<file path="config.mk">
export PLATFORM = sky130hd
export DESIGN_NAME = dma_region_sched
export DESIGN_NICKNAME = d
export VERILOG_FILES = /design/src/rtl/dma_region_sched.sv
export SDC_FILE = /design/constraint.sdc
export NUM_CORES = 1
export LEC_CHECK = 0
export CAP_MARGIN = 5
export CORE_AREA = 2 2 271 273
export CTS_BUF_LIST = sky130_fd_sc_hd__clkbuf_4
export CTS_CLUSTER_SIZE = 25
export DETAILED_ROUTE_END_ITERATION = 8
export DIE_AREA = 0 0 273 275
export SLEW_MARGIN = 20
export SYNTH_ARGS = -nofsm -noshare
export SYNTH_HDL_FRONTEND = slang
export SYNTH_SLANG_ARGS = --single-unit
export TNS_END_PERCENT = 20
</file>
<file path="constraint.sdc">
create_clock -name aclk -period 3.9 [get_ports aclk]
set_input_delay 0.585 -clock aclk [delete_from_list [all_inputs] [get_ports aclk]]
set_output_delay 0.585 -clock aclk [all_outputs]
set_load 0.005 [all_outputs]
</file>
<file path="src/rtl/dma_region_sched.sv">
// dma_region_sched: credit-capped round-robin arbiter from N_REGIONS MMU request streams onto one DMA request port plus a mux ordering port; `define DMA_SCHED_WEIGHT_EN adds per-region burst weights.
// Latency: accept in cycle t, m_req_valid/m_mux_valid from t+1; at best one grant every 2 cycles.
// Backpressure: no accept until both the DMA and mux handshakes of the current grant have completed; regions at MAX_OUT are skipped.
module dma_region_sched #(
   parameter int N_REGIONS = 4,
   parameter int LEN_BITS  = 28,
   parameter int REQ_BITS  = 96,
   parameter int MAX_OUT   = 8,
   localparam int ID_BITS  = (N_REGIONS > 1) ? $clog2(N_REGIONS) : 1,
   localparam int CNT_BITS = $clog2(MAX_OUT + 1)
) (
   input  logic                          aclk,
   input  logic                          areset,
   input  logic [N_REGIONS-1:0]          s_req_valid,
   output logic [N_REGIONS-1:0]          s_req_ready,
   input  logic [N_REGIONS*REQ_BITS-1:0] s_req_data,
   input  logic [N_REGIONS*LEN_BITS-1:0] s_req_len,
   output logic                          m_req_valid,
   input  logic                          m_req_ready,
   output logic [REQ_BITS-1:0]           m_req_data,
   output logic [LEN_BITS-1:0]           m_req_len,
   output logic [ID_BITS-1:0]            m_req_id,
   output logic                          m_mux_valid,
   input  logic                          m_mux_ready,
   output logic [ID_BITS-1:0]            m_mux_id,
   output logic [LEN_BITS-1:0]           m_mux_len,
   input  logic [N_REGIONS-1:0]          xfer_done,
   output logic [N_REGIONS*CNT_BITS-1:0] out_cnt,
`ifdef DMA_SCHED_WEIGHT_EN
   input  logic [N_REGIONS*4-1:0]        weight,
`endif
   output logic                          credit_err
);

   typedef enum logic {IDLE, ISSUE} state_t;

   typedef struct packed {
      logic [ID_BITS-1:0]  id;
      logic [LEN_BITS-1:0] len;
      logic [REQ_BITS-1:0] data;
   } entry_t;

   localparam logic [CNT_BITS-1:0] CNT_MAX = CNT_BITS'(MAX_OUT);
   localparam logic [ID_BITS-1:0]  LAST_ID = ID_BITS'(N_REGIONS - 1);

   state_t               state_q, state_nxt;
   entry_t               entry_q, entry_sel;
   logic [CNT_BITS-1:0]  cnt_q [N_REGIONS];
   logic [N_REGIONS-1:0] eligible;
   logic                 grant_vld;
   logic [ID_BITS-1:0]   grant, grant_succ;
   logic [ID_BITS-1:0]   rr_ptr_q, nxt_ptr_q, nxt_ptr;
   logic                 accept, req_hs, mux_hs, issue_done;

   always_comb begin
      eligible = '0;
      for (int i = 0; i < N_REGIONS; i++) begin
         eligible[i] = s_req_valid[i] && (cnt_q[i] < CNT_MAX);
      end
   end

   // First eligible region at or after rr_ptr, wrapping.
   always_comb begin
      int idx;
      idx       = 0;
      grant_vld = 1'b0;
      grant     = '0;
      for (int k = 0; k < N_REGIONS; k++) begin
         idx = (int'(rr_ptr_q) + k) % N_REGIONS;
         if (!grant_vld && eligible[ID_BITS'(idx)]) begin
            grant_vld = 1'b1;
            grant     = ID_BITS'(idx);
         end
      end
   end

   always_comb begin
      entry_sel    = '0;
      entry_sel.id = grant;
      for (int i = 0; i < N_REGIONS; i++) begin
         if (grant == ID_BITS'(i)) begin
            entry_sel.len  = s_req_len[i*LEN_BITS +: LEN_BITS];
            entry_sel.data = s_req_data[i*REQ_BITS +: REQ_BITS];
         end
      end
   end

   assign grant_succ = (grant == LAST_ID) ? '0 : grant + ID_BITS'(1);

`ifdef DMA_SCHED_WEIGHT_EN
   logic [3:0] burst_q, burst_inc, wt_sel;
   logic       burst_end;

   // A burst continues only while the grant lands on the region rr_ptr is parked on.
   always_comb begin
      wt_sel = '0;
      for (int i = 0; i < N_REGIONS; i++) begin
         if (grant == ID_BITS'(i)) wt_sel = weight[i*4 +: 4];
      end
      burst_inc = ((grant == rr_ptr_q) ? burst_q : 4'd0) + 4'd1;
      burst_end = burst_inc >= ((wt_sel == 4'd0) ? 4'd1 : wt_sel);
      nxt_ptr   = burst_end ? grant_succ : grant;
   end
`else
   assign nxt_ptr = grant_succ;
`endif

   assign req_hs     = m_req_valid && m_req_ready;
   assign mux_hs     = m_mux_valid && m_mux_ready;
   assign issue_done = (!m_req_valid || m_req_ready) && (!m_mux_valid || m_mux_ready);

   always_ff @(posedge aclk) begin
      if (areset) state_q <= IDLE;
      else        state_q <= state_nxt;
   end

   always_comb begin
      state_nxt   = state_q;
      s_req_ready = '0;
      accept      = 1'b0;
      case (state_q)
         IDLE: begin
            if (grant_vld) begin
               accept             = 1'b1;
               s_req_ready[grant] = 1'b1;
               state_nxt          = ISSUE;
            end
         end
         ISSUE: begin
            if (issue_done) state_nxt = IDLE;
         end
         default: state_nxt = IDLE;
      endcase
   end

   always_ff @(posedge aclk) begin
      if (areset) begin
         entry_q     <= '0;
         m_req_valid <= 1'b0;
         m_mux_valid <= 1'b0;
         rr_ptr_q    <= '0;
         nxt_ptr_q   <= '0;
         credit_err  <= 1'b0;
`ifdef DMA_SCHED_WEIGHT_EN
         burst_q     <= '0;
`endif
         for (int i = 0; i < N_REGIONS; i++) cnt_q[i] <= '0;
      end else begin
         if (accept) begin
            entry_q     <= entry_sel;
            m_req_valid <= 1'b1;
            m_mux_valid <= 1'b1;
            nxt_ptr_q   <= nxt_ptr;
`ifdef DMA_SCHED_WEIGHT_EN
            burst_q     <= burst_end ? 4'd0 : burst_inc;
`endif
         end else begin
            if (req_hs) m_req_valid <= 1'b0;
            if (mux_hs) m_mux_valid <= 1'b0;
         end
         if (state_q == ISSUE && issue_done) rr_ptr_q <= nxt_ptr_q;
         // s_req_ready is the one-hot accept, so it doubles as the credit take.
         for (int i = 0; i < N_REGIONS; i++) begin
            if (s_req_ready[i] && !xfer_done[i]) begin
               cnt_q[i] <= cnt_q[i] + CNT_BITS'(1);
            end else if (!s_req_ready[i] && xfer_done[i]) begin
               if (cnt_q[i] == '0) credit_err <= 1'b1;
               else                cnt_q[i]   <= cnt_q[i] - CNT_BITS'(1);
            end
         end
      end
   end

   always_comb begin
      out_cnt = '0;
      for (int i = 0; i < N_REGIONS; i++) out_cnt[i*CNT_BITS +: CNT_BITS] = cnt_q[i];
   end

   assign m_req_data = entry_q.data;
   assign m_req_len  = entry_q.len;
   assign m_req_id   = entry_q.id;
   assign m_mux_id   = entry_q.id;
   assign m_mux_len  = entry_q.len;

endmodule

</file>
==> results of run 1 <==
[routing by layer]
layer  wire [microns]  vias up  global-route usage, %
li1                 -     6107                      -
met4             1330        6                   5.44
met5               33        -                      0
met3             5340       67                   5.08
met2            26100      637                   22.9
met1            22800     6032                   16.6
[cell families (layout without fill, tap and decap cells)]
kind of cell / after synthesis / after routing
muxes: 6 / 6
adders and majority gates: 15 / 15
buffers and inverters: 191 / 797
DFF: 150 / 150
other: 0 / 7
AOI/OAI and AO/OA: 287 / 287
and+or+nand+nor: 696 / 696
xor gates and xnor gates: 6 / 6
[cell usage after synthesis, types with 2 or more instances]
library cell    n  share of area, %
a211oi_1      126               9.7
a21o_1          3              0.23
a21oi_1        17              0.88
a311oi_1      126                11
a31oi_1         4              0.26
a41o_1          2              0.21
buf_1          13              0.50
buf_2          31               1.6
buf_4          37               2.9
clkbuf_1       92               3.6
dfxtp_1       134                28
edfxtp_1       16               5.0
fa_1            3              0.62
ha_1           12               1.5
inv_1          16              0.62
inv_2           2             0.077
mux2i_1         6              0.62
nand2_1       136               5.3
nand2b_1       11              0.71
nand2b_2        2              0.18
nand3_1       127               6.6
nor2_1        266                10
nor2b_1         3              0.19
nor3_1        136               7.0
nor3b_1         2              0.15
nor4_1          3              0.19
o21ai_0         3              0.15
or3_1           5              0.32
xnor2_1         3              0.27
xor2_1          3              0.27
[cells in the final DEF, fill, tap and decap left out, types with 3 or more instances in the layout]
master           Yosys  layout
clkbuf_4             0      17
a31oi_1              4       4
fa_1                 3       3
ha_4                 0       3
a21oi_1             17      16
nor2b_1              3       3
nand2_1            136     135
a311oi_1           126     126
or3_1                5       5
a211oi_1           126     126
clkdlybuf4s50_1      0     685
inv_1               16      15
o21ai_0              3       3
nand3_1            127     127
dfxtp_1            134     134
inv_6                0       5
nor2_1             266     265
edfxtp_1            16      16
a21o_1               3       3
xnor2_1              3       3
diode_2              0       7
inv_8                0       6
nor4_1               3       3
mux2i_1              6       6
buf_4               37      46
nand2b_1            11      11
nor3_1             136     136
xor2_1               3       3
buf_12               0      15
ha_1                12       9
[path summary, 6_finish.rpt]
kind | from | to | slack [ns] | depth (start not counted)
worst max register to register | cnt_q[2][3] | cnt_q[1][3] | 0.64 | 15
worst min-delay path | areset | m_req_data[58] | 0.19 | 2
worst min register to register | nxt_ptr_q[1] | nxt_ptr_q[1] | 0.48 | 2
worst max-delay path | cnt_q[1][3] | s_req_ready[3] | 0.26 | 8
[worst register-to-register path, stage by stage, from the launching register on]
cell,delay (ns)
edfxtp_1,0.51
nand2b_2,0.27
o221ai_1,0.21
a21oi_2,0.10
nand2_2,0.15
inv_4,0.06
ha_4,0.17
a21oi_1,0.30
nand2b_1,0.15
inv_1,0.10
ha_1,0.23
a21o_1,0.18
a21oi_1,0.19
xnor2_1,0.16
mux2i_1,0.21
nor2_1,0.06
[through the flow]
stage | total power [mW] | area [sq um] | setup WS (ns)
floorplan | 6.71 | 9700 | 0.334
finish | 11.7 | 18000 | 0.262
CTS | 11.8 | 18000 | 0.000276
global placement | 10.5 | 17600 | 0.0406
detailed placement | 10.5 | 17600 | 0.0140
global route | 12.6 | 18000 | 0.000958
[layout make-up]
class | instances | area, sq um
Antenna cell | 7 | 17.5
Sequential cell | 150 | 3160
Fill cell | 7991 | 54300
Timing Repair Buffer | 747 | 7510
Inverter | 18 | 80.1
Clock buffer | 17 | 128
Multi-Input combinational cell | 1010 | 5720
Clock inverter | 15 | 181
Tap cell | 959 | 1200
[power by group]
group	internal [mW]	total, mW	switching [mW]
Combinational	3.74	7.84	4.11
Sequential	2.22	2.70	0.481
Clock	0.412	1.20	0.786
Total	6.36	11.7	5.38
[sequential cells by signal, summed over array words and instances (netlist names)]
signal and count:
m_req_data 96, m_mux_len 28, cnt_q 16, m_mux_id 2, nxt_ptr_q 2, rr_ptr_q 2
credit_err 1, m_mux_valid 1, m_req_valid 1, state_q 1
[repair_timing]
action                                  in CTS  in global routing
buffers inserted                             0                  3
resized for setup                            4                  2
endpoints found under the setup margin       2                  3
pin swaps                                    0                  1
==> reports/results.txt, run 1 <==
status: complete, no violations
Cell Chain, Critical Path: nand2b_4, a211o_1, a21oi_2, nand2_2, inv_4, ha_4, and2_4, clkdlybuf4s50_1
final WL: 55.6 mm
Gate Count Post-Synth: 1351
cell count after placement: 2881
max-slew violation count: 0
Num CTS Buffers: 17
Worst path max stage delay: 0.55 ns
Synth cell types: 41
CP arrival: 3.05 ns
total negative setup slack: 0 ns
CTS tree: yes
Clock Tree Root: clkbuf_4
gr usage total: 14.0%
critical path endpoint category: primary output
largest net degree at the start of global routing: 105
final non-filler cell total: 2923
clock skew: 0.0411 ns
Die ar.: 0.0751 sq mm
syn nets: 1874
Post-synth EDFFs: 16
Worst Setup Start Kind: flop
Final nets: 2467
combinational family with the most area after synthesis: simple AND/OR/NAND/NOR gates
Initial Util: 13.4%
post-synthesis sequential area ratio: 32.6%
P&R area growth vs syn: 85.5%
WHS: 0.194 ns
fraction of synthesized area in multiplexers: 0.619%
worst hold path class: input port to flop
io pins: 687
Pleak: 6.24 nW
CTS clk-pin slew, worst paths: 0.18 ns
DRC: 0
Synth Area per Inst: 7.18 sq um
Final ANT Viol Nets: 0
Cell Pwr Density: 652 mW/mm^2
buffers and inverters on the worst path: 2
post-synthesis register bit count: 150
min Tclk post-route: 3.64 ns
drt wl/cell: 19.0 microns
Yosys warnings: 0
ys async rst share: 0%
Worst Path Max Fanout: 10
Crit path max-delay family: buffers and inverters
clk sinks: 150
First DRT Iteration DRCs: 727
worst-skew pair later-pin latency: 0.71 ns
critical path required time: 3.31 ns
Routability Congestion: 0.865
Least-Margin Pin Slew: 0.950 ns
port buffer count: 686
Crit Path Category: flop to primary output
post-synthesis adder-cell area fraction: 2.17%
H-tree depth: 4
ys flop type: dfxtp_1
Worst VDD drop: 0.000442 V
core area: 0.0723 sq mm
Vias/cell: 4.40
CTS hold repair buffers: 0
relative slew slack: 36.6%
final hold viol count: 0
Final period util: 93.3%
Final setup viols: 0
proportion of layout cells with a drive suffix above 1: 5.62%
post-synthesis simple-gate area fraction: 31.4%
fmax: 275 MHz
synthesized cell area: 0.00970 sq mm
number of global-route vias before repair: 12500
antenna violations before repair: 9
CP max stage cell: clkdlybuf4s50_1
height of the die: 275 microns
Die Wd: 273 microns
via count: 12800
Std-Cell Rows: 99
grt ovf: 0
xor/xnor share of the synthesized area: 0.542%
RSZ-0062 raised after global routing: false
Max-Cap Viols: 0
Detailed Routing Iterations Pass 1: 4
dpl hpwl: 42.6 mm
Core Util, Final: 24.9%
first-pass GRT wire length: 79.1 mm
complex-gate fraction of the synthesized area: 23.5%
Max clock buf depth: 2
Note: power is estimated with default switching activity, not from simulation.
==> inputs of run 2 (changes only) <==
CTS_CLUSTER_SIZE = 28   (was 25)
GPL_ROUTABILITY_DRIVEN = 1   (was not set)
==> results of run 2 <==
Same layout as run 1: the final DEF is identical, and so are final timing and power.
